$ cat config.mk
export PLATFORM = sky130hd
export DESIGN_NAME = instr_fetch_unit
export DESIGN_NICKNAME = d
export VERILOG_FILES = /design/src/rtl/instr_fetch_unit.sv
export SDC_FILE = /design/constraint.sdc
export NUM_CORES = 2
export LEC_CHECK = 0
export CAP_MARGIN = 40
export CELL_PAD_IN_SITES_DETAIL_PLACEMENT = 0
export CELL_PAD_IN_SITES_GLOBAL_PLACEMENT = 1
export CORE_MARGIN = 1
export CORE_UTILIZATION = 50
export CTS_CLUSTER_SIZE = 12
export DETAILED_ROUTE_END_ITERATION = 7
export GPL_ROUTABILITY_DRIVEN = 1
export PLACE_DENSITY = 0.76
export RECOVER_POWER = 25
export SLEW_MARGIN = 5
export SYNTH_ARGS = -nofsm -noshare
export SYNTH_HDL_FRONTEND = slang
export SYNTH_SLANG_ARGS = --single-unit
$ cat constraint.sdc
create_clock -name clk -period 5.15 [get_ports clk]
set_clock_uncertainty 0.05 [all_clocks]
set_input_delay 0.7725 -clock clk [delete_from_list [all_inputs] [get_ports clk]]
set_output_delay 0.7725 -clock clk [all_outputs]
set_load 0.01 [all_outputs]
$ cat src/rtl/instr_fetch_unit.sv
// Fetch stage for the single-cycle MIPS core: PC, host-loadable instruction memory,
// and a saturating retired-instruction counter.
module instr_fetch_unit #(
    parameter int unsigned ADDR_W    = 6,
    parameter logic [31:0] HALT_WORD = 32'hFFFF_FFFF,
    parameter int unsigned CNT_W     = 16
) (
    input  logic              clk,
    input  logic              rst_n,
    input  logic              load_we,
    input  logic [ADDR_W-1:0] load_addr,
    input  logic [31:0]       load_data,
    input  logic              start,
    input  logic              stall,
    output logic [31:0]       instruction,
    output logic [31:0]       pc,
    output logic              instr_valid,
    output logic              halted,
    output logic [CNT_W-1:0]  retired
);

    typedef enum logic [1:0] {StIdle, StRun, StHalt} state_e;

    localparam int unsigned Depth  = 1 << ADDR_W;
    localparam logic [31:0] LastPc = 32'((Depth - 1) * 4);

    logic [31:0]       mem [Depth];
    state_e            state_q, state_d;
    logic [31:0]       pc_q, pc_d;
    logic [CNT_W-1:0]  retired_q, retired_d;
    logic [ADDR_W-1:0] word_addr;
    logic [31:0]       cur_word;

    assign word_addr = pc_q[ADDR_W+1:2];
    assign cur_word  = mem[word_addr];

    // Memory is not reset; the host may only write it while the core is not running.
    always_ff @(posedge clk) begin
        if (load_we && (state_q != StRun)) begin
            mem[load_addr] <= load_data;
        end
    end

    always_ff @(posedge clk) begin
        if (!rst_n) begin
            state_q   <= StIdle;
            pc_q      <= '0;
            retired_q <= '0;
        end else begin
            state_q   <= state_d;
            pc_q      <= pc_d;
            retired_q <= retired_d;
        end
    end

    always_comb begin
        state_d   = state_q;
        pc_d      = pc_q;
        retired_d = retired_q;
        case (state_q)
            StIdle, StHalt: begin
                if (start) begin
                    state_d   = StRun;
                    pc_d      = '0;
                    retired_d = '0;
                end
            end
            StRun: begin
                if (cur_word == HALT_WORD) begin
                    state_d = StHalt;
                end else if (!stall) begin
                    if (retired_q != '1) begin
                        retired_d = retired_q + CNT_W'(1);
                    end
                    // The last word retires but the PC parks there instead of wrapping.
                    if (pc_q == LastPc) begin
                        state_d = StHalt;
                    end else begin
                        pc_d = pc_q + 32'd4;
                    end
                end
            end
            default: state_d = StIdle;
        endcase
    end

    always_comb begin
        instruction = '0;
        instr_valid = 1'b0;
        halted      = 1'b0;
        case (state_q)
            StRun: begin
                instr_valid = 1'b1;
                instruction = cur_word;
            end
            StHalt:  halted = 1'b1;
            default: ;
        endcase
    end

    assign pc      = pc_q;
    assign retired = retired_q;

endmodule
* After elaboration in Yosys (flattened, before gate mapping)
Memory sizes are Yosys's and may differ from the RTL's. A register that Yosys moved wholly into a read port is not among the register bits. Index checks and enable logic that the tools add are counted.
Word-level totals: register bits 50, RAM bits 2048, bits of input ports 43, memories kept 1
Memory list:
- mem | depth 64, bits a word 32, read ports 1, clocked after memory_dff 1, write ports 1, RTL line 27 | logic [31:0] mem [Depth];
Cells by class: add/subtract/negate cells 2, eq/ne operators 13, muxes and demuxes 22, reduce and logical (&&, ||, !) cells 7
Operators by type and width (number):
- $mux 32 | 5
- $mux 16 | 4
- $pmux 32 s2 | 1
- $add 32x3->32 const B | 1
- $eq 32x32->1 const B | 1
- $eq 32x8->1 const B | 1
- $pmux 16 s2 | 1
- $add 16x1->16 const B | 1
- $ne 16x16->1 const B | 1
- $mux 6 | 2
- $ne 2x2->1 const B | 5
- $reduce_and 5->1 | 2
- $mux 2 | 4
- $ne 3x3->1 const B | 2
- $mux 1 | 4
- $pmux 2 s2 | 1
- $reduce_and 3->1 | 1
- $eq 2x1->1 const B | 1
- $eq 2x2->1 const B | 1
- $logic_not 2->1 | 1
- $ne 2x1->1 const B | 1
- $reduce_bool 2->1 | 1
- $reduce_or 2->1 | 1
- $logic_and 1x1->1 | 1

* Longest topological paths before layout
word-level depth 7, mapped depth 20

* Worst setup path after synthesis
Ideal clock, no wire load.
path type register to register, start point register with a tool-made name, end point register retired_q[12], in the netlist retired[12], setup time 0.129 ns, arrival 3.365 ns, setup slack 1.606 ns, cell stages (with the launch flop) 17, buffers on the path 8, period minus slack after synthesis 3.544 ns, path through dfxtp_1 buf_6 buf_8 buf_8 buf_8 buf_8 buf_6 nand2_1 a311oi_1 nor3_1 or4bb_1 or4_4 or2_1 buf_6 buf_8 a41oi_2 o21ai_1
RTL lines:
- to (signal assigned) | RTL line 52 | retired_q <= retired_d;
- to (decl) | RTL line 30 | logic [CNT_W-1:0] retired_q, retired_d;

==> metrics.txt <==
LEAKAGE 0.02918 uW; Post-synth EDFFs 2,048; violated checks capacitance limit, slew limit, setup timing; Die Wd a little over 400 um; mux share of post-synthesis cell area 0.1483; post-DP HPWL between 150 and 200 mm; Comb pwr share 0.033; Placement Setup Slack ~190 ps; die area between 150,000 and 200,000 sq um; Multi-input gate area between 15,000 and 20,000 sq um; initial antenna violation count 9; Routed WL 255.7 mm; Crit Path Max Fanout 17; Psw 6984 uW; max-cap viol count 17; Via density 6.750; register area 62,600 sq um; DR WL/cell 37.51 um; Via Count 46,010; largest net degree at the start of global routing 65; Clk Latency, worst-skew pair approximately 840 ps; relative slew slack -0.7123; Synth Warn # 0; GRT Max-Usage Layer met2; Congestion Overflow GR 0; Initial Utilization 0.5059; placed cell areas 88,760 sq um; Nets 4,556; Worst Setup EP instruction[5]; Filler Cells Inserted 11,830; Synth Area in Adders 0.0004543; setup ws final -51.52 ps; Fmax 192.3 MHz; Die Y 408.5 um; largest family of logic cells by synthesized area multiplexers; vias in the first global route 44,160; drt pass-1 iters 6; CP endpoint kind primary output; maximum vdd ir drop 0.3911 mV; core area 163,300 sq um; run status complete, but fails checks; GRT met3 Usage 0.06539; Hold-fix buffers, CTS 0; fraction of layout cells with a size suffix above 1 0.2432; Async SR Flop Fraction 0; drc violations 0; xor and xnor area share after synthesis 0; Routability Congestion 0.9117; fin crit period 5202 ps; CTS sink count 2,102; Final setup viols 2; R2R depth 15; fin util 0.5813; worst endpoint data arrival time 4380 ps; synthesized instance count slightly above 4,000; Cell Pwr Density 355.5 nW/um^2; CP Class flop to primary output; final instance area around 95,000 sq um; sequential share of power 0.558; Total Power 33,750 uW; switching share of power 0.2070; H-Tree Depth 4; Primary FF master, synth edfxtp_1; GRT Total Usage 0.3053; Slew @ Worst Pin ~2600 ps; PortBufs 122; max-slew violation count about 760; clock network fraction of total power 0.409; synthesized area between 80,000 and 90,000 sq um; # rows 148; Root Driver clkbuf_16; period utilization 1.010; Critical Path RT around 4300 ps; initial DRC count 7,462; TritonCTS clock tree built; GRT met1 Usage 0.4213; Setup crit start kind flop; Syn Area/Cell between 20 and 25 sq um; CTS buffer count 206; count of different cell masters after synthesis 97; HP Class input pin to flop; Internal Power 26,760 uW; Layout Area Growth over Synthesis 14.90%; Fin. Hold Viols 0; Antenna Nets Post-Route 0; clk buf depth 3; met2 GRT Util 0.4723; clk slew on worst S/H paths roughly 60 ps; hold slack final 392.3 ps; R2R setup slack ~340 ps; sequential cell area fraction in the yosys report 0.7574; Compound-Gate Fraction of Synth Area 0.03518; Simple-Gate Fraction of Synth Area 0.03659; global-route wire length before repair roughly 350 mm; num ports 125; Seq cells post-synth 2,102
## worst max-delay path: stages (launching register included)
cell and delay (ps):
dfxtp_2 650, and2b_1 840, nand2_1 230, buf_4 250, or3_1 390, nand3_1 170, nor3_1 100, buf_4 210
nor2_1 110, clkdlybuf4s50_1 550
## cells by family (layout without fill, tap and decap cells)
group / after synthesis / after routing
AND/OR/NAND/NOR: 597 / 597
multiplexers: 686 / 686
adder cells (fa/ha/maj): 3 / 3
AO/OA/AOI/OAI: 412 / 412
flip-flops: 2102 / 2102
buffers and inverters: 251 / 837
other: 1 / 4
## sequential cells by signal (all words and copies together), names as in the netlist, named ones only
register,flops
mem,2048
pc,30
retired,16
state_q,2
## layout make-up
type / count / area share
diodes: 2 / 0.00005272
inverters: 28 / 0.001133
repair buffers: 472 / 0.04912
flip-flops and latches: 2102 / 0.6594
clock inverters: 47 / 0.003783
well taps: 2175 / 0.02867
multi-input cells: 1700 / 0.1991
clock buffers: 290 / 0.05873
## Yosys cell counts, drive strengths merged, types with 7 or more instances
master	instances	share of area
edfxtp	2048	0.74
mux4	416	0.12
mux2i	248	0.030
buf	165	0.017
nor2	152	0.0070
nand2	123	0.0056
nand3	83	0.0050
o22ai	77	0.0058
a22oi	72	0.0065
clkbuf	57	0.0032
dfxtp	54	0.013
nor3	51	0.0031
o21ai	49	0.0030
a21oi	44	0.0027
inv	26	0.0012
and2	24	0.0018
o211ai	24	0.0022
mux2	22	0.0030
a31oi	21	0.0016
nand2b	21	0.0016
nand4	21	0.0016
a221oi	20	0.0021
nor2b	19	0.0015
nor4	19	0.0014
and3	18	0.0014
or3	18	0.0014
a211oi	17	0.0015
o221ai	13	0.0014
a32o	8	0.00097
a32oi	7	0.00074
nor4b	7	0.00082
o41ai	7	0.00074
or2	7	0.00053
or4	7	0.00068
## how the worst min path moves through the flow
stage	startpoint	endpoint	slack (ps)	cells after the start
2_1_floorplan	retired[9]	retired[9]	450	2
3_3_place_gp	retired[9]	retired[9]	450	2
3_5_place_dp	retired[8]	retired[8]	460	2
4_1_cts	load_data[2]	mem[11][2]	230	1
5_1_grt	load_data[2]	mem[0][2]	380	1
6_report	load_data[2]	mem[11][2]	390	1
## what timing repair did
action,CTS,global route
hold endpoints to repair,0,0
gates resized for setup,40,19
setup endpoints to repair,30,16
setup buffers,14,3
cloned,1,0
pin swaps,4,3
## metrics by stage
stage	setup TNS, ps	std cells
finish	-65.98	6816
global route	-9.514	6814
CTS	-65.54	6810
detailed placement	0	6458
global placement	0	6429
floorplan	0	4053
## power by group through the flow
stage	registers (uW)	logic [uW]	clock network, uW
after CTS	18800	1120	13900
final	18800	1110	13800
after detailed placement	19200	1100	0
after global routing	18800	1150	14500
after global placement	19200	1040	0
after floorplan	19200	525	0
## per-layer routing
layer  vias to the layer above  part of all wire
met5                         -           0.00014
met3                       606              0.12
li1                      17840                 -
met4                         6             0.051
met2                      3352              0.46
met1                     24200              0.36
## cell usage in the layout (no fill, tap or decap), types with 17 or more instances in the layout
cell type	count
a21oi_1	41
a221oi_1	17
a22oi_1	69
a31oi_1	20
and2_1	21
buf_12	66
buf_4	243
clkbuf_1	113
clkbuf_16	210
clkdlybuf4s50_1	89
clkinv_1	22
dfxtp_1	48
edfxtp_1	2048
inv_1	24
mux2_2	22
mux2i_1	243
mux4_1	41
mux4_2	375
nand2_1	121
nand2b_1	20
nand3_1	83
nand4_1	21
nor2_1	78
nor2_4	64
nor2b_1	17
nor3_1	45
o211ai_1	24
o21ai_0	31
o22ai_1	77
Note: power is estimated with default switching activity, not from simulation.
